## src/rtl/wb_test_sequencer_if.sv

```systemverilog
// Handshake bundle between the sub-test sequencer (master) and the top bench
// holding the sub-test benches (slave).
interface wb_test_sequencer_if #(
    parameter int NUM_TESTS = 2
);
    localparam int IDX_W = (NUM_TESTS > 1) ? $clog2(NUM_TESTS) : 1;

    logic                 start_i;
    logic [NUM_TESTS-1:0] test_done_i;
    logic [NUM_TESTS-1:0] test_fail_i;
    logic [NUM_TESTS-1:0] test_rst_o;
    logic                 busy_o;
    logic [IDX_W-1:0]     cur_test_o;
    logic [NUM_TESTS-1:0] fail_o;
    logic [NUM_TESTS-1:0] timeout_o;
    logic                 all_done_o;
    logic                 pass_o;

    modport master (
        input  start_i, test_done_i, test_fail_i,
        output test_rst_o, busy_o, cur_test_o, fail_o, timeout_o, all_done_o, pass_o
    );

    modport slave (
        output start_i, test_done_i, test_fail_i,
        input  test_rst_o, busy_o, cur_test_o, fail_o, timeout_o, all_done_o, pass_o
    );
endinterface

```

## src/rtl/wb_test_sequencer.sv

```systemverilog
// Releases N sub-test benches from reset one at a time, records fail/timeout per test.
// Optional WB_TEST_SEQ_STOP_ON_FAIL_EN: a failing or timed-out test ends the sequence.
module wb_test_sequencer #(
    parameter int NUM_TESTS      = 2,
    parameter int SETTLE_CYCLES  = 10,
    parameter int TIMEOUT_CYCLES = 100000
) (
    input  logic                 wb_clk_i,
    input  logic                 wb_rst_n_i,
    wb_test_sequencer_if.master  bus
);
    localparam int IDX_W = (NUM_TESTS > 1) ? $clog2(NUM_TESTS) : 1;
    localparam logic [31:0]      SETTLE_LAST = 32'(SETTLE_CYCLES - 1);
    localparam logic [31:0]      TMO_LAST    = 32'(TIMEOUT_CYCLES - 1);
    localparam logic [IDX_W-1:0] IDX_LAST    = IDX_W'(NUM_TESTS - 1);

    typedef enum logic [2:0] {S_IDLE, S_PRE, S_RUN, S_POST, S_FIN} state_t;

    state_t               state, state_nx;
    logic [31:0]          cnt;
    logic [IDX_W-1:0]     cur, cur_nx;
    logic [NUM_TESTS-1:0] fail_q, fail_nx, tmo_q, tmo_nx;
    logic                 done_d, done_d_nx;
    logic                 done_cur, done_edge, settle_end, tmo_hit, last_test;
    logic [NUM_TESTS-1:0] rst_vec;

    assign done_cur   = bus.test_done_i[cur];
    assign done_edge  = done_cur & ~done_d;
    assign settle_end = (cnt == SETTLE_LAST);
    assign tmo_hit    = (cnt == TMO_LAST);

`ifdef WB_TEST_SEQ_STOP_ON_FAIL_EN
    assign last_test = (cur == IDX_LAST) | fail_q[cur] | tmo_q[cur];
`else
    assign last_test = (cur == IDX_LAST);
`endif

    always_ff @(posedge wb_clk_i or negedge wb_rst_n_i) begin
        if (!wb_rst_n_i) begin
            state  <= S_IDLE;
            cnt    <= '0;
            cur    <= '0;
            fail_q <= '0;
            tmo_q  <= '0;
            done_d <= 1'b0;
        end else begin
            state  <= state_nx;
            cnt    <= (state_nx != state) ? '0 : cnt + 32'd1;
            cur    <= cur_nx;
            fail_q <= fail_nx;
            tmo_q  <= tmo_nx;
            done_d <= done_d_nx;
        end
    end

    always_comb begin
        state_nx  = state;
        cur_nx    = cur;
        fail_nx   = fail_q;
        tmo_nx    = tmo_q;
        done_d_nx = done_d;
        case (state)
            S_IDLE, S_FIN: begin
                if (bus.start_i) begin
                    state_nx = S_PRE;
                    cur_nx   = '0;
                    fail_nx  = '0;
                    tmo_nx   = '0;
                end
            end
            S_PRE: begin
                // A done level already high at release must not look like an edge.
                if (settle_end) begin
                    state_nx  = S_RUN;
                    done_d_nx = done_cur;
                end
            end
            S_RUN: begin
                done_d_nx = done_cur;
                if (done_edge) begin
                    state_nx     = S_POST;
                    fail_nx[cur] = bus.test_fail_i[cur];
                end else if (tmo_hit) begin
                    state_nx    = S_POST;
                    tmo_nx[cur] = 1'b1;
                end
            end
            S_POST: begin
                if (settle_end) begin
                    if (last_test) begin
                        state_nx = S_FIN;
                    end else begin
                        state_nx = S_PRE;
                        cur_nx   = cur + IDX_W'(1);
                    end
                end
            end
            default: state_nx = S_IDLE;
        endcase
    end

    // Current test stays out of reset through RUN and the POST drain.
    always_comb begin
        rst_vec = '1;
        if (state == S_RUN || state == S_POST) rst_vec[cur] = 1'b0;
    end

    assign bus.test_rst_o = rst_vec;
    assign bus.busy_o     = (state == S_PRE) || (state == S_RUN) || (state == S_POST);
    assign bus.cur_test_o = cur;
    assign bus.fail_o     = fail_q;
    assign bus.timeout_o  = tmo_q;
    assign bus.all_done_o = (state == S_FIN);
    assign bus.pass_o     = (state == S_FIN) & ~|fail_q & ~|tmo_q;
endmodule

```

## src/flat_wrapper.sv

```systemverilog
// flat-port wrapper written by rule: the top's interface ports become plain ports
module wb_test_sequencer_flat 
#(
    parameter int NUM_TESTS      = 2,
    parameter int SETTLE_CYCLES  = 10,
    parameter int TIMEOUT_CYCLES = 100000
)
  (wb_clk_i, wb_rst_n_i, bus_start_i, bus_test_done_i, bus_test_fail_i, bus_test_rst_o, bus_busy_o, bus_cur_test_o, bus_fail_o, bus_timeout_o, bus_all_done_o, bus_pass_o);
  wb_test_sequencer_if #(.NUM_TESTS(NUM_TESTS)) bus_i ();
  input  logic wb_clk_i;
  input  logic wb_rst_n_i;
  input wire logic [$bits(bus_i.start_i)-1:0] bus_start_i;
  input wire logic [$bits(bus_i.test_done_i)-1:0] bus_test_done_i;
  input wire logic [$bits(bus_i.test_fail_i)-1:0] bus_test_fail_i;
  output wire logic [$bits(bus_i.test_rst_o)-1:0] bus_test_rst_o;
  output wire logic [$bits(bus_i.busy_o)-1:0] bus_busy_o;
  output wire logic [$bits(bus_i.cur_test_o)-1:0] bus_cur_test_o;
  output wire logic [$bits(bus_i.fail_o)-1:0] bus_fail_o;
  output wire logic [$bits(bus_i.timeout_o)-1:0] bus_timeout_o;
  output wire logic [$bits(bus_i.all_done_o)-1:0] bus_all_done_o;
  output wire logic [$bits(bus_i.pass_o)-1:0] bus_pass_o;
  assign bus_i.start_i = bus_start_i;
  assign bus_i.test_done_i = bus_test_done_i;
  assign bus_i.test_fail_i = bus_test_fail_i;
  assign bus_test_rst_o = bus_i.test_rst_o;
  assign bus_busy_o = bus_i.busy_o;
  assign bus_cur_test_o = bus_i.cur_test_o;
  assign bus_fail_o = bus_i.fail_o;
  assign bus_timeout_o = bus_i.timeout_o;
  assign bus_all_done_o = bus_i.all_done_o;
  assign bus_pass_o = bus_i.pass_o;
  wb_test_sequencer #(.NUM_TESTS(NUM_TESTS), .SETTLE_CYCLES(SETTLE_CYCLES), .TIMEOUT_CYCLES(TIMEOUT_CYCLES)) u_core (.wb_clk_i(wb_clk_i), .wb_rst_n_i(wb_rst_n_i), .bus(bus_i));
endmodule
```

## config.mk

```make
export PLATFORM = sky130hd
export DESIGN_NAME = wb_test_sequencer_flat
export DESIGN_NICKNAME = d
export VERILOG_FILES = /design/src/rtl/wb_test_sequencer_if.sv /design/src/rtl/wb_test_sequencer.sv /design/src/flat_wrapper.sv
export SDC_FILE = /design/constraint.sdc
export NUM_CORES = 1
export LEC_CHECK = 0
export BUFFER_PORTS_ARGS = -buffer_cell sky130_fd_sc_hd__clkbuf_2
export CAP_MARGIN = 10
export CORE_MARGIN = 4
export CORE_UTILIZATION = 40
export CTS_BUF_LIST = sky130_fd_sc_hd__clkbuf_8
export DETAILED_ROUTE_END_ITERATION = 16
export PLACE_DENSITY_LB_ADDON = 0.08
export SLEW_MARGIN = 20
export SYNTH_ARGS = -nofsm -noshare
export SYNTH_HDL_FRONTEND = slang
export SYNTH_SLANG_ARGS = --single-unit
export TNS_END_PERCENT = 50
```

## constraint.sdc

```tcl
create_clock -name wb_clk_i -period 3.2 [get_ports wb_clk_i]
set_input_delay 0.48 -clock wb_clk_i [delete_from_list [all_inputs] [get_ports wb_clk_i]]
set_output_delay 0.48 -clock wb_clk_i [all_outputs]
set_load 0.1 [all_outputs]
```

==> report_table.html, run 1 <==
<table>
<tr><th>Metric</th><th>Value</th></tr>
<tr><th colspan="2">Run status</th></tr>
<tr><td>Result of the run</td><td>finished clean</td></tr>
<tr><th colspan="2">Layout</th></tr>
<tr><td>Most common cell after layout, fill and taps aside</td><td>dfrtp_1</td></tr>
<tr><td>Cell Count, Final, Fillers Out</td><td>325</td></tr>
<tr><td>Share of cells above drive strength 1</td><td>0.150</td></tr>
<tr><td>Net count of the finished layout</td><td>between 200 and 300</td></tr>
<tr><td>Top library cells by usage in the layout, fill and taps aside</td><td>dfrtp_1 (41), nor2_1 (35), xnor2_1 (22)</td></tr>
<tr><td>Antenna Diode Count</td><td>0</td></tr>
<tr><td>Area added between synthesis and finish</td><td>9.09%</td></tr>
<tr><th colspan="2">Clock tree</th></tr>
<tr><td>Total CTS buffers</td><td>5</td></tr>
<tr><td>Clock-pin slew reported for the worst setup and hold paths after clock tree synthesis</td><td>0.08 ns</td></tr>
<tr><td>Clock Tree Buf Depth</td><td>2</td></tr>
<tr><td>Number of gates resized after cts</td><td>0</td></tr>
<tr><td>Number of setup buffers added after CTS</td><td>0</td></tr>
<tr><td>TritonCTS sink count</td><td>41</td></tr>
<tr><td>Worst skew pair latency</td><td>about 0.29 ns</td></tr>
<tr><td>CTS Hold Bufs</td><td>0</td></tr>
<tr><td>Clock tree from TritonCTS</td><td>yes</td></tr>
<tr><td>H-tree level count</td><td>2</td></tr>
<tr><td>Cell at the root of the clock tree</td><td>clkbuf_8</td></tr>
<tr><th colspan="2">Routing</th></tr>
<tr><td>First-pass detailed-route iteration total</td><td>4</td></tr>
<tr><td>Routed wire length</td><td>4.73 mm</td></tr>
<tr><td>Final antenna-violating net count</td><td>0</td></tr>
<tr><td>Mean number of vias per cell</td><td>just over 5</td></tr>
<tr><td>Remaining DRCs</td><td>0</td></tr>
<tr><td>DR iter-0 viols</td><td>90</td></tr>
<tr><td>Detailed-route via count</td><td>between 1500 and 2000</td></tr>
<tr><td>WL per Instance</td><td>about 15 µm</td></tr>
<tr><th colspan="2">Die</th></tr>
<tr><td>Row Count</td><td>27</td></tr>
<tr><td>Die outline area</td><td>6870 µm²</td></tr>
<tr><td>Placeable core region</td><td>between 5000 and 6000 µm²</td></tr>
<tr><td>Starting Density</td><td>0.410</td></tr>
<tr><td>IO Count</td><td>17</td></tr>
<tr><td>Horizontal die dimension</td><td>roughly 83 µm</td></tr>
<tr><td>Die Span Y</td><td>82.9 µm</td></tr>
<tr><th colspan="2">GRT</th></tr>
<tr><td>Number of antenna violations at the first check in global routing</td><td>0</td></tr>
<tr><td>Maximum number of pins on one net before global-route repair</td><td>42</td></tr>
<tr><td>Residual overflow from global routing</td><td>0</td></tr>
<tr><td>Global-route wire length before repair</td><td>roughly 8.3 mm</td></tr>
<tr><td>Overall Global Routing Usage</td><td>0.145</td></tr>
<tr><td>Via count of the first global-routing pass</td><td>~1700</td></tr>
<tr><th colspan="2">Timing</th></tr>
<tr><td>Slew @ Worst Pin</td><td>0.928 ns</td></tr>
<tr><td>Final worst clock skew</td><td>~0.0067 ns</td></tr>
<tr><td>Maximum operating frequency</td><td>447 MHz</td></tr>
<tr><td>Shortest period the worst path allows</td><td>2.24 ns</td></tr>
<tr><td>Final worst-path cycle share</td><td>0.699</td></tr>
<tr><td>Slew Viols, Final</td><td>0</td></tr>
<tr><td>Final Setup Violations</td><td>0</td></tr>
<tr><td>RSZ-0062 raised after global routing</td><td>false</td></tr>
<tr><td>Final setup TNS</td><td>0 ns</td></tr>
<tr><td>Number of hold violations in the final report</td><td>0</td></tr>
<tr><td>Worst slew margin relative to its limit</td><td>0.381</td></tr>
<tr><th colspan="2">Synth</th></tr>
<tr><td>Sequential fraction of the synthesis area</td><td>0.457</td></tr>
<tr><td>Multiplexer area fraction after synthesis</td><td>0.00446</td></tr>
<tr><td>Post-Synthesis Cells</td><td>around 240</td></tr>
<tr><td>Share of the synthesized netlist area taken by xor and xnor gates</td><td>0.121</td></tr>
<tr><td>Area fraction in compound gates after synthesis</td><td>0.0563</td></tr>
<tr><td>Adder-cell share of the synthesized area</td><td>0.0112</td></tr>
<tr><td>Simple-gate share of the synthesized area</td><td>0.311</td></tr>
<tr><td>Largest family of logic cells by synthesized area</td><td>simple AND/OR/NAND/NOR gates</td></tr>
<tr><td>Net count of the mapped netlist</td><td>~250</td></tr>
<tr><td>Summed instance area of the synthesized netlist</td><td>2240 µm²</td></tr>
<tr><td>Synthesized area per cell</td><td>~9.5 µm²</td></tr>
<tr><td>Count of warnings emitted by yosys</td><td>0</td></tr>
<tr><td>#FFs+latches synth</td><td>41</td></tr>
<tr><td>Unique cell type count in the Yosys netlist</td><td>36</td></tr>
<tr><th colspan="2">Worst setup path</th></tr>
<tr><td>Slowest library cell on the worst path</td><td>or4_1</td></tr>
<tr><td>Crit. End Element</td><td>flip-flop</td></tr>
<tr><td>Crit path cell chain</td><td>or4_1 &gt; nor3_4 &gt; a31oi_1 &gt; a211oi_4 &gt; buf_4 &gt; nor2_1</td></tr>
<tr><td>Data arrival time of the worst path</td><td>approximately 2.4 ns</td></tr>
<tr><td>CP top delay family</td><td>simple AND/OR/NAND/NOR gates</td></tr>
<tr><td>Crit start category</td><td>flip-flop</td></tr>
<tr><td>Crit Path Category</td><td>reg2reg</td></tr>
<tr><td>CP required</td><td>3.36 ns</td></tr>
<tr><td>Worst-path maximum fanout</td><td>32</td></tr>
<tr><td>Slowest stage delay, CP</td><td>0.58 ns</td></tr>
<tr><td>Bufs and invs on worst path</td><td>1</td></tr>
<tr><td>Register-to-Register Path Depth</td><td>6</td></tr>
<tr><td>Cell depth of the worst setup path</td><td>6</td></tr>
<tr><th colspan="2">Pwr</th></tr>
<tr><td>Cell leakage power</td><td>1.04 nW</td></tr>
<tr><td>Cell area power density</td><td>between 600 and 700 nW/µm²</td></tr>
<tr><td>IR drop worst, VDD</td><td>0.369 mV</td></tr>
<tr><th colspan="2">Placement</th></tr>
<tr><td>Detailed placer's ending HPWL</td><td>3.28 mm</td></tr>
<tr><td>Number of buffer cells added on primary ports</td><td>16</td></tr>
<tr><td>Number of placed cells counting well taps</td><td>approximately 320</td></tr>
<tr><td>Routability congestion estimate from global placement</td><td>about 0.74</td></tr>
<tr><th colspan="2">Hold path</th></tr>
<tr><td>Worst min-delay path class</td><td>in2async</td></tr>
<tr><th colspan="2">Run</th></tr>
<tr><td>Number of maximum-capacitance constraint violations</td><td>0</td></tr>
</table>
-- layout make-up --
cell class | instances | area (µm²)
Fill cell | 564 | 3030
Multi-Input combinational cell | 181 | 1130
Sequential cell | 41 | 1030
Tap cell | 72 | 90.1
Timing Repair Buffer | 17 | 87.6
Clock buffer | 6 | 82.6
Inverter | 7 | 26.3
Clock inverter | 1 | 3.75
-- per-layer routing --
metal  track usage  wire (µm)  up-vias
li1              -          -      860
met3        0.0427        136        5
met2         0.202       2000       21
met5             0          0        -
met4        0.0386         44        0
met1         0.218       2550      773
-- logic make-up after synthesis --
logic type	Yosys count
AND/OR/NAND/NOR	130
flip-flops	41
XOR/XNOR	31
AO/OA/AOI/OAI	17
buffers and inverters	15
adder cells (fa/ha/maj)	2
multiplexers	1
-- registers in the layout (all words and copies together) (netlist names) --
signal	count
u_core.bus.timeout_o	2
u_core.state	3
u_core.bus.cur_test_o	1
u_core.bus.fail_o	2
u_core.done_d	1
u_core.cnt	32
-- final timing paths --
check / slack, ns / endpoint / startpoint
hold reg to reg: 0.51 / u_core.cnt[0] / u_core.cnt[0]
hold / removal: 0.33 / u_core.cnt[12] / wb_rst_n_i
min in group wb_clk_i: 0.41 / u_core.bus.fail_o[0] / bus_test_fail_i[0]
max in group asynchronous: 2.30 / u_core.bus.timeout_o[1] / wb_rst_n_i
setup / recovery: 0.96 / u_core.cnt[18] / u_core.cnt[17]
setup reg to reg: 0.96 / u_core.cnt[18] / u_core.cnt[17]
-- where the power goes --
group	switching, mW	internal [mW]	leakage, nW
clock	0.167	0.168	0.0485
combinational	0.454	0.156	0.437
sequential	0.0861	0.579	0.554
total	0.707	0.903	1.04
-- metrics by stage --
step	instance area (µm²)	hold WS, ns	setup WS (ns)	power, mW	utilization
final	2450	0.325	0.963	1.61	0.447
after floorplan	2240	0.184	0.0959	1.20	-
after detailed placement	2360	0.505	0.952	1.29	0.431
after CTS	2450	0.400	0.942	1.63	0.447
after global placement	2360	0.511	0.952	1.29	0.431
after global routing	2450	0.400	0.683	1.72	0.447
-- synth_stat cells --
library cell / count / share of area
inv_1: 7 / 0.012
a311oi_1: 1 / 0.0039
or4_4: 1 / 0.0050
buf_6: 4 / 0.020
clkbuf_1: 4 / 0.0067
nor4_4: 1 / 0.0095
xor2_1: 9 / 0.035
o22ai_1: 1 / 0.0028
nand4_1: 9 / 0.025
nand3_1: 12 / 0.027
xnor2_1: 22 / 0.086
nor2b_1: 1 / 0.0028
or4_1: 2 / 0.0067
nand2_1: 20 / 0.033
a21oi_1: 3 / 0.0067
a31oi_1: 1 / 0.0028
nor4_1: 14 / 0.039
and3_1: 3 / 0.0084
ha_1: 2 / 0.011
and2_1: 1 / 0.0028
a22o_1: 1 / 0.0039
dfrtp_1: 41 / 0.46
a211oi_4: 1 / 0.0089
a32o_1: 1 / 0.0045
mux2i_1: 1 / 0.0045
nor2_2: 10 / 0.028
nand3b_1: 2 / 0.0067
o21ba_2: 1 / 0.0045
o21ai_0: 5 / 0.011
nor3_4: 1 / 0.0073
nand2b_1: 2 / 0.0056
o211ai_1: 1 / 0.0033
o221ai_1: 1 / 0.0039
nor3_1: 10 / 0.022
and4_1: 6 / 0.023
nor2_1: 35 / 0.059
-- worst reg2reg max path, stage by stage (launching register included) --
cell and delay [ns]:
dfrtp_1 0.43, or4_1 0.58, nor3_4 0.20, a31oi_1 0.18
a211oi_4 0.22, buf_4 0.40, nor2_1 0.11
No activity file was read; power rests on OpenSTA's default activity.
==> run 2, diff against run 1 <==
--- a/config.mk
+++ b/config.mk
@@ -5,6 +5,7 @@
 export SDC_FILE = /design/constraint.sdc
 export NUM_CORES = 1
 export LEC_CHECK = 0
+export ABC_AREA = 1
 export BUFFER_PORTS_ARGS = -buffer_cell sky130_fd_sc_hd__clkbuf_2
 export CAP_MARGIN = 10
 export CORE_MARGIN = 4
==> constraint.sdc (replaced) <==
create_clock -name wb_clk_i -period 1.8 [get_ports wb_clk_i]
set_input_delay 0.27 -clock wb_clk_i [delete_from_list [all_inputs] [get_ports wb_clk_i]]
set_output_delay 0.27 -clock wb_clk_i [all_outputs]
set_load 0.1 [all_outputs]
==> run 2 against run 1 <==
  * The run now ends with negative setup slack left
  * Hold slack lost 0.066 ns
  * Non-clock buffer count grew 82
  * Die area grew 25%
  * Sequential share of layout area down 16 points
  * Setup slack got worse by 1.1 ns
  * Critical endpoint is now u_core.cnt[22]
  * Sequential power up 67%
  * Largest cell class unchanged
  * Critical path depth is 4 higher
  * Power rose to 2.8 times the previous value
  * First-iteration DRC count grew 58%
  * Flip-flop and latch count unchanged
  * Utilization up 14 points
  * Fmax increased by 16%
==> report_table.html, run 2 <==
<table>
<tr><th>Metric</th><th>Value</th></tr>
<tr><th colspan="2">Run status</th></tr>
<tr><td>Result of the run</td><td>complete, but fails checks</td></tr>
<tr><td>Violated checks</td><td>negative setup slack</td></tr>
<tr><th colspan="2">GRT</th></tr>
<tr><td>Residual overflow from global routing</td><td>0</td></tr>
<tr><td>Number of antenna violations at the first check in global routing</td><td>0</td></tr>
<tr><td>Overall Global Routing Usage</td><td>0.193</td></tr>
<tr><td>Via count of the first global-routing pass</td><td>between 2000 and 3000</td></tr>
<tr><td>Global-route wire length before repair</td><td>approximately 13 mm</td></tr>
<tr><td>Maximum number of pins on one net before global-route repair</td><td>14</td></tr>
<tr><th colspan="2">Layout</th></tr>
<tr><td>Net count of the finished layout</td><td>around 460</td></tr>
<tr><td>Area added between synthesis and finish</td><td>41.6%</td></tr>
<tr><td>Share of cells above drive strength 1</td><td>0.452</td></tr>
<tr><td>Post-route cell area</td><td>roughly 4000 µm²</td></tr>
<tr><td>Antenna Diode Count</td><td>0</td></tr>
<tr><td>Number of flip-flops in the largest register</td><td>32</td></tr>
<tr><td># fillers</td><td>a little over 600</td></tr>
<tr><td>Register containing the most flip-flops in the final layout</td><td>u_core.cnt</td></tr>
<tr><td>Most common cell after layout, fill and taps aside</td><td>buf_4</td></tr>
<tr><td>Largest regs</td><td>u_core.cnt x32, u_core.state x3</td></tr>
<tr><td>Top library cells by usage in the layout, fill and taps aside</td><td>buf_4 (79), nand2_1 (61), nor2_4 (37)</td></tr>
<tr><th colspan="2">Routing</th></tr>
<tr><td>Routed wire length</td><td>7.67 mm</td></tr>
<tr><td>DR iter-0 viols</td><td>142</td></tr>
<tr><td>WL per Instance</td><td>approximately 14 µm</td></tr>
<tr><td>Mean number of vias per cell</td><td>between 4 and 5</td></tr>
<tr><td>First-pass detailed-route iteration total</td><td>4</td></tr>
<tr><td>Remaining DRCs</td><td>0</td></tr>
<tr><td>Final antenna-violating net count</td><td>0</td></tr>
<tr><td>Detailed-route via count</td><td>~2600</td></tr>
<tr><th colspan="2">Synth</th></tr>
<tr><td>Top cell type by total area after synthesis</td><td>dfrtp_1</td></tr>
<tr><td>Fraction of synthesis flops using an asynchronous set or reset pin</td><td>1.00</td></tr>
<tr><td>Primary FF master, synth</td><td>dfrtp_1</td></tr>
<tr><td>Synth cell count leaders</td><td>nand2_1 (68), dfrtp_1 (41), nor2_1 (39)</td></tr>
<tr><td>Count of warnings emitted by yosys</td><td>0</td></tr>
<tr><td>Sequential fraction of the synthesis area</td><td>0.359</td></tr>
<tr><td>#FFs+latches synth</td><td>41</td></tr>
<tr><td>Summed instance area of the synthesized netlist</td><td>roughly 2900 µm²</td></tr>
<tr><td>Area fraction of the dominant cell type after synthesis</td><td>0.359</td></tr>
<tr><td>Synthesized area per cell</td><td>8.24 µm²</td></tr>
<tr><td>Top post-synthesis cells by area</td><td>dfrtp_1 (36%), nor2_4 (13%), nand2_1 (8.9%)</td></tr>
<tr><td>Most common cell in the netlist</td><td>nand2_1</td></tr>
<tr><td>Net count of the mapped netlist</td><td>356</td></tr>
<tr><td>Number of enable-type register cells in the synthesized netlist</td><td>0</td></tr>
<tr><td>Unique cell type count in the Yosys netlist</td><td>31</td></tr>
<tr><td>Post-Synthesis Cells</td><td>347</td></tr>
<tr><th colspan="2">Clock tree</th></tr>
<tr><td>Cell at the root of the clock tree</td><td>clkbuf_8</td></tr>
<tr><td>Clock Tree Buf Depth</td><td>2</td></tr>
<tr><td>Clock-pin slew reported for the worst setup and hold paths after clock tree synthesis</td><td>0.08 ns</td></tr>
<tr><td>Worst skew pair latency</td><td>approximately 0.3 ns</td></tr>
<tr><td>H-tree level count</td><td>2</td></tr>
<tr><td>Clock tree from TritonCTS</td><td>yes</td></tr>
<tr><td>Total CTS buffers</td><td>5</td></tr>
<tr><td>TritonCTS sink count</td><td>just over 40</td></tr>
<tr><th colspan="2">Worst setup path</th></tr>
<tr><td>Worst-path maximum fanout</td><td>4</td></tr>
<tr><td>Slowest stage delay, CP</td><td>roughly 0.4 ns</td></tr>
<tr><td>Crit path cell chain</td><td>buf_6 &gt; ha_4 &gt; nand2_2 &gt; nor2_4 &gt; nand2_2 &gt; nor4_4 &gt; nand3_2 &gt; nor2_2 &gt; xnor2_2 &gt; nor2_4</td></tr>
<tr><td>Crit. End Element</td><td>flip-flop</td></tr>
<tr><td>Crit start category</td><td>flip-flop</td></tr>
<tr><td>CP required</td><td>a little under 2 ns</td></tr>
<tr><td>Setup slack of the worst register-to-register path</td><td>-0.14 ns</td></tr>
<tr><td>Critical register-to-register path endpoint</td><td>u_core.cnt[22]</td></tr>
<tr><td>CP top delay family</td><td>simple AND/OR/NAND/NOR gates</td></tr>
<tr><td>Bufs and invs on worst path</td><td>1</td></tr>
<tr><td>Worst reg2reg startpoint</td><td>u_core.cnt[1]</td></tr>
<tr><td>Crit Path Category</td><td>reg2reg</td></tr>
<tr><td>Slowest library cell on the worst path</td><td>dfrtp_1</td></tr>
<tr><td>Data arrival time of the worst path</td><td>2.13 ns</td></tr>
<tr><td>Register-to-Register Path Depth</td><td>10</td></tr>
<tr><th colspan="2">Die</th></tr>
<tr><td>Starting Density</td><td>0.416</td></tr>
<tr><td>Horizontal die dimension</td><td>about 90 µm</td></tr>
<tr><td>Placeable core region</td><td>~6900 µm²</td></tr>
<tr><td>IO Count</td><td>17</td></tr>
<tr><td>Die Span Y</td><td>around 90 µm</td></tr>
<tr><td>Row Count</td><td>30</td></tr>
<tr><td>Die outline area</td><td>roughly 8600 µm²</td></tr>
<tr><th colspan="2">Placement</th></tr>
<tr><td>Detailed placer's ending HPWL</td><td>between 5 and 6 mm</td></tr>
<tr><td>Total placed instance area</td><td>between 3000 and 4000 µm²</td></tr>
<tr><td>Routability congestion estimate from global placement</td><td>between 0.9 and 1</td></tr>
<tr><td>Number of buffer cells added on primary ports</td><td>16</td></tr>
<tr><th colspan="2">Hold path</th></tr>
<tr><td>Endpoint of the worst hold-timing path</td><td>u_core.bus.fail_o[0]</td></tr>
<tr><td>Worst min-delay path class</td><td>in2reg</td></tr>
<tr><td>Launch point of the worst hold path</td><td>bus_test_fail_i[0]</td></tr>
<tr><td>Worst hold path depth</td><td>3</td></tr>
<tr><th colspan="2">Timing</th></tr>
<tr><td>Slew Viols, Final</td><td>0</td></tr>
<tr><td>Crit path setup slack, layout</td><td>-0.136 ns</td></tr>
<tr><td>Maximum operating frequency</td><td>between 500 and 600 MHz</td></tr>
<tr><td>Final worst-path cycle share</td><td>1.08</td></tr>
<tr><td>Final worst clock skew</td><td>~0.0029 ns</td></tr>
<tr><td>Final Setup Violations</td><td>33</td></tr>
<tr><td>Shortest period the worst path allows</td><td>1.94 ns</td></tr>
<tr><td>Worst slew margin relative to its limit</td><td>0.638</td></tr>
<tr><td>Number of hold violations in the final report</td><td>0</td></tr>
<tr><td>Slew @ Worst Pin</td><td>roughly 0.54 ns</td></tr>
<tr><td>RSZ-0062 raised after global routing</td><td>true</td></tr>
<tr><th colspan="2">Pwr</th></tr>
<tr><td>Cell leakage power</td><td>between 1.5 and 2 nW</td></tr>
<tr><td>IR drop worst, VDD</td><td>0.805 mV</td></tr>
<tr><td>Cell area power density</td><td>roughly 1100 nW/µm²</td></tr>
<tr><td>Power, Total</td><td>approximately 4.5 mW</td></tr>
<tr><th colspan="2">Run</th></tr>
<tr><td>Number of maximum-capacitance constraint violations</td><td>0</td></tr>
</table>
run 2: cell types whose count changed after synthesis, moves of 10 or more:
cell / change
inv_1: +27
nand2_1: +48
nor2_4: +33
nor3_1: +10
xnor2_1: -14
xor2_1: +10
run 2: how the worst max path moves through the flow:
stage / from / slack (ns) / to / depth (start not counted)
6_report: u_core.cnt[1] / -0.14 / u_core.cnt[22] / 10
5_1_grt: u_core.cnt[1] / -0.24 / u_core.cnt[0] / 15
4_1_cts: u_core.cnt[1] / -0.20 / u_core.cnt[25] / 16
3_5_place_dp: u_core.cnt[1] / -0.28 / u_core.cnt[18] / 16
3_3_place_gp: u_core.cnt[1] / -0.26 / u_core.cnt[18] / 14
2_1_floorplan: u_core.state[2] / -0.74 / bus_pass_o / 4
run 2: kinds of logic (layout without fill, tap and decap cells):
logic type	Yosys count	count (layout)	synth area share
adders and majority gates	2	2	0.00875
xor gates and xnor gates	27	27	0.0827
buffers and inverters	44	146	0.0779
and+or+nand+nor	219	219	0.446
DFF	41	41	0.359
AOI/OAI and AO/OA	14	14	0.0258
run 2: power breakdown:
part           internal (mW)  switching [mW]
combinational          0.942            1.57
clock                  0.551           0.335
sequential              1.01           0.102
run 2: cell type report:
type | count | area, µm² | area share
clock inverter | 3 | 65.1 | 0.0161
inverter | 39 | 148 | 0.0365
timing repair buffer | 99 | 803 | 0.198
multi-input combinational | 262 | 1810 | 0.447
clock buffer | 5 | 68.8 | 0.0170
sequential | 41 | 1040 | 0.256
tap | 96 | 120 | 0.0297
run 2: worst register-to-register path, cell delays in order, from the launching register on:
cell	delay [ns]
dfrtp_1	0.40
buf_6	0.12
ha_4	0.12
nand2_2	0.08
nor2_4	0.16
nand2_2	0.12
nor4_4	0.34
nand3_2	0.16
nor2_2	0.15
xnor2_2	0.14
nor2_4	0.05
run 2: metrics by stage:
stage | setup WS, ns | TNS, ns | util | hold slack (ns) | instances
6_report | -0.136 | -3.80 | 0.589 | 0.259 | 545
5_1_grt | -0.241 | -6.86 | 0.589 | 0.266 | 545
4_1_cts | -0.197 | -5.96 | 0.572 | 0.255 | 544
3_5_place_dp | -0.279 | -7.95 | 0.522 | 0.175 | 523
3_3_place_gp | -0.262 | -7.49 | 0.522 | 0.171 | 523
2_1_floorplan | -0.741 | -1.28 | - | -0.0256 | 347
run 2: routing by layer:
layer	share of wire	routed length, µm	global-route usage
met2	0.48	3680	0.309
met3	0.039	301	0.0284
met4	0.019	142	0.0644
met5	0	0	0
met1	0.46	3550	0.267
run 2: timing repair:
action | CTS | global route
hold buffers | 1 | 0
endpoints found under the hold margin | 8 | 0
pin swaps | 11 | 9
endpoints found under the setup margin | 33 | 36
cloned | 1 | 0
buffers inserted | 11 | 1
resized for setup | 25 | 27
==> run 3, diff against run 2 <==
--- a/config.mk
+++ b/config.mk
@@ -13,6 +13,7 @@
 export CTS_BUF_LIST = sky130_fd_sc_hd__clkbuf_8
 export DETAILED_ROUTE_END_ITERATION = 16
 export PLACE_DENSITY_LB_ADDON = 0.08
+export SETUP_SLACK_MARGIN = 0.15
 export SLEW_MARGIN = 20
 export SYNTH_ARGS = -nofsm -noshare
 export SYNTH_HDL_FRONTEND = slang
==> run 3 against run 2 <==
  * The flow still finishes with violations (negative setup slack)
  * Combinational power rose by 2%
  * Non-clock buffer count decreased by 10
  * Critical path depth grew 6
  * Global-route usage is 1.1 points lower
  * Flip-flop and latch count unchanged
  * Final cell count down 1.8%
  * Die area unchanged
  * Routed wire length shrank 6.2%
  * Fmax decreased by 1.6%
  * Sequential power is essentially flat
  * Clock skew is 0.0022 ns higher
  * Critical endpoint is now u_core.cnt[27]
==> report_table.html, run 3 (synthesis gave the netlist of run 2 again) <==
<table>
<tr><th>Metric</th><th>Value</th></tr>
<tr><th colspan="2">Timing</th></tr>
<tr><td>RSZ-0062 raised after global routing</td><td>true</td></tr>
<tr><td>Slew @ Worst Pin</td><td>about 0.54 ns</td></tr>
<tr><td>Worst slew margin relative to its limit</td><td>0.639</td></tr>
<tr><td>Final worst clock skew</td><td>0.00510 ns</td></tr>
<tr><td>Shortest period the worst path allows</td><td>1.97 ns</td></tr>
<tr><td>Final Setup Violations</td><td>33</td></tr>
<tr><td>Number of hold violations in the final report</td><td>0</td></tr>
<tr><td>Worst hold slack</td><td>0.241 ns</td></tr>
<tr><td>Crit path setup slack, layout</td><td>-0.167 ns</td></tr>
<tr><td>Maximum operating frequency</td><td>508 MHz</td></tr>
<tr><td>Slew Viols, Final</td><td>0</td></tr>
<tr><td>Final worst-path cycle share</td><td>1.09</td></tr>
<tr><th colspan="2">Pwr</th></tr>
<tr><td>Cell area power density</td><td>1140 nW/µm²</td></tr>
<tr><td>Clock group share of total power</td><td>0.176</td></tr>
<tr><td>Design internal power</td><td>2.44 mW</td></tr>
<tr><td>Power, Total</td><td>between 4 and 5 mW</td></tr>
<tr><td>Part of the total power dissipated in sequential elements</td><td>0.246</td></tr>
<tr><td>Cell leakage power</td><td>roughly 1.6 nW</td></tr>
<tr><td>Part of the total power dissipated in combinational logic</td><td>0.578</td></tr>
<tr><td>Switching power total</td><td>2.00 mW</td></tr>
<tr><td>Switching fraction of total power</td><td>0.451</td></tr>
<tr><td>IR drop worst, VDD</td><td>slightly below 0.5 mV</td></tr>
<tr><th colspan="2">Layout</th></tr>
<tr><td>Net count of the finished layout</td><td>~450</td></tr>
<tr><td>Cell Count, Final, Fillers Out</td><td>between 500 and 600</td></tr>
<tr><td>Most common cell after layout, fill and taps aside</td><td>buf_4</td></tr>
<tr><td>Register containing the most flip-flops in the final layout</td><td>u_core.cnt</td></tr>
<tr><td>Share of cells above drive strength 1</td><td>0.396</td></tr>
<tr><td>Number of flip-flops in the largest register</td><td>32</td></tr>
<tr><td>Antenna Diode Count</td><td>0</td></tr>
<tr><td>Largest regs</td><td>u_core.cnt x32, u_core.state x3</td></tr>
<tr><td>Fin util</td><td>0.565</td></tr>
<tr><td>Area added between synthesis and finish</td><td>35.7%</td></tr>
<tr><td>Top library cells by usage in the layout, fill and taps aside</td><td>buf_4 (68), nand2_1 (64), nor2_4 (37), dfrtp_1 (37), nor2_1 (36)</td></tr>
<tr><th colspan="2">Die</th></tr>
<tr><td>Starting Density</td><td>0.416</td></tr>
<tr><td>Row Count</td><td>30</td></tr>
<tr><td>Die outline area</td><td>around 8600 µm²</td></tr>
<tr><td>IO Count</td><td>17</td></tr>
<tr><td>Die Span Y</td><td>~90 µm</td></tr>
<tr><td>Placeable core region</td><td>a little under 7000 µm²</td></tr>
<tr><td>Horizontal die dimension</td><td>between 90 and 100 µm</td></tr>
<tr><th colspan="2">GRT</th></tr>
<tr><td>Residual overflow from global routing</td><td>0</td></tr>
<tr><td>Number of antenna violations at the first check in global routing</td><td>0</td></tr>
<tr><td>Via count of the first global-routing pass</td><td>2485</td></tr>
<tr><td>Global-route wire length before repair</td><td>approximately 12 mm</td></tr>
<tr><td>Overall Global Routing Usage</td><td>0.182</td></tr>
<tr><td>Maximum number of pins on one net before global-route repair</td><td>19</td></tr>
<tr><th colspan="2">Placement</th></tr>
<tr><td>Number of placed cells counting well taps</td><td>522</td></tr>
<tr><td>Number of buffer cells added on primary ports</td><td>16</td></tr>
<tr><td>Detailed placer's ending HPWL</td><td>a little under 6 mm</td></tr>
<tr><td>Routability congestion estimate from global placement</td><td>0.894</td></tr>
<tr><td>Post-Place Setup Slack</td><td>-0.213 ns</td></tr>
<tr><th colspan="2">Clock tree</th></tr>
<tr><td>Clock-pin slew reported for the worst setup and hold paths after clock tree synthesis</td><td>0.08 ns</td></tr>
<tr><td>Clock Tree Buf Depth</td><td>2</td></tr>
<tr><td>Cell at the root of the clock tree</td><td>clkbuf_8</td></tr>
<tr><td>TritonCTS sink count</td><td>41</td></tr>
<tr><td>H-tree level count</td><td>2</td></tr>
<tr><td>Worst skew pair latency</td><td>0.30 ns</td></tr>
<tr><td>Total CTS buffers</td><td>5</td></tr>
<tr><td>Clock tree from TritonCTS</td><td>yes</td></tr>
<tr><th colspan="2">Run</th></tr>
<tr><td>Number of maximum-capacitance constraint violations</td><td>0</td></tr>
<tr><th colspan="2">Routing</th></tr>
<tr><td>Final antenna-violating net count</td><td>0</td></tr>
<tr><td>WL per Instance</td><td>13.4 µm</td></tr>
<tr><td>Detailed-route via count</td><td>~2500</td></tr>
<tr><td>First-pass detailed-route iteration total</td><td>4</td></tr>
<tr><td>Mean number of vias per cell</td><td>4.73</td></tr>
<tr><td>DR iter-0 viols</td><td>100</td></tr>
<tr><td>Remaining DRCs</td><td>0</td></tr>
<tr><td>Routed wire length</td><td>around 7.2 mm</td></tr>
<tr><th colspan="2">Run status</th></tr>
<tr><td>Violated checks</td><td>negative setup slack</td></tr>
<tr><td>Result of the run</td><td>complete, but fails checks</td></tr>
<tr><th colspan="2">Worst setup path</th></tr>
<tr><td>CP required</td><td>just under 2 ns</td></tr>
<tr><td>Data arrival time of the worst path</td><td>between 2 and 2.5 ns</td></tr>
<tr><td>Worst-path maximum fanout</td><td>8</td></tr>
<tr><td>Crit Path Category</td><td>reg2reg</td></tr>
<tr><td>Crit. End Element</td><td>flip-flop</td></tr>
<tr><td>Crit start category</td><td>flip-flop</td></tr>
<tr><th colspan="2">Hold path</th></tr>
<tr><td>Worst min-delay path class</td><td>in2reg</td></tr>
</table>
## run 3: stage by stage
step | setup TNS, ns | area (µm²)
6_report | -4.56 | 3880
5_1_grt | -8.60 | 3880
4_1_cts | -5.15 | 3860
3_5_place_dp | -6.21 | 3630
3_3_place_gp | -5.46 | 3630
2_1_floorplan | -1.28 | 2900
## run 3: layer usage
metal / up-vias / GRT usage / part of all wire
met3: 10 / 0.0244 / 0.030
met2: 29 / 0.292 / 0.47
met4: 0 / 0.0483 / 0.016
met1: 1193 / 0.257 / 0.48
li1: 1298 / - / -
met5: - / 0 / 0
## run 3: cell type report
cell class                      count  area (µm²)
Fill cell                         654        2990
Multi-Input combinational cell    262        1710
Sequential cell                    41        1030
Timing Repair Buffer               89         754
Inverter                           39         149
Tap cell                           96         120
Clock buffer                        6        82.6
Clock inverter                      2        33.8
## run 3: final timing paths
path	from	to	slack, ns	cells after the start
worst max-delay path	u_core.cnt[1]	u_core.cnt[27]	-0.17	16
worst min-delay path	bus_test_fail_i[0]	u_core.bus.fail_o[0]	0.24	3
worst max register to register	u_core.cnt[1]	u_core.cnt[27]	-0.17	16
worst min register to register	u_core.bus.timeout_o[0]	u_core.bus.timeout_o[0]	0.53	2
max in group asynchronous	wb_rst_n_i	u_core.cnt[12]	0.86	3
min in group asynchronous	wb_rst_n_i	u_core.cnt[14]	0.44	2
## run 3: worst max-delay path, cell delays in order (launching register included)
cell and delay (ns):
dfrtp_1 0.41, inv_2 0.06, ha_1 0.13, nand2_1 0.06, clkinv_1 0.05, nand2_2 0.06, nor2_4 0.13, nand2_4 0.08
nor2_8 0.14, nor2_2 0.06, nor2_4 0.08, nand3_2 0.08, nand2_2 0.08, nand2_4 0.07, nand2_8 0.13, buf_12 0.18
nor2_4 0.04
## run 3: power by group through the flow
stage	Sequential, mW	Clock [mW]	Combinational (mW)
3_5_place_dp	1.11	0	2.25
4_1_cts	1.09	0.809	2.57
3_3_place_gp	1.11	0	2.24
5_1_grt	1.11	0.835	2.70
6_report	1.09	0.781	2.57
2_1_floorplan	1.20	0	1.59
## run 3: what timing repair did
item | CTS | global route
pin swaps | 6 | 5
gates resized for setup | 14 | 10
setup buffers | 3 | 0
gates cloned | 1 | 0
setup endpoints to repair | 38 | 42
endpoints found under the hold margin | 14 | 0
hold buffers | 1 | 0
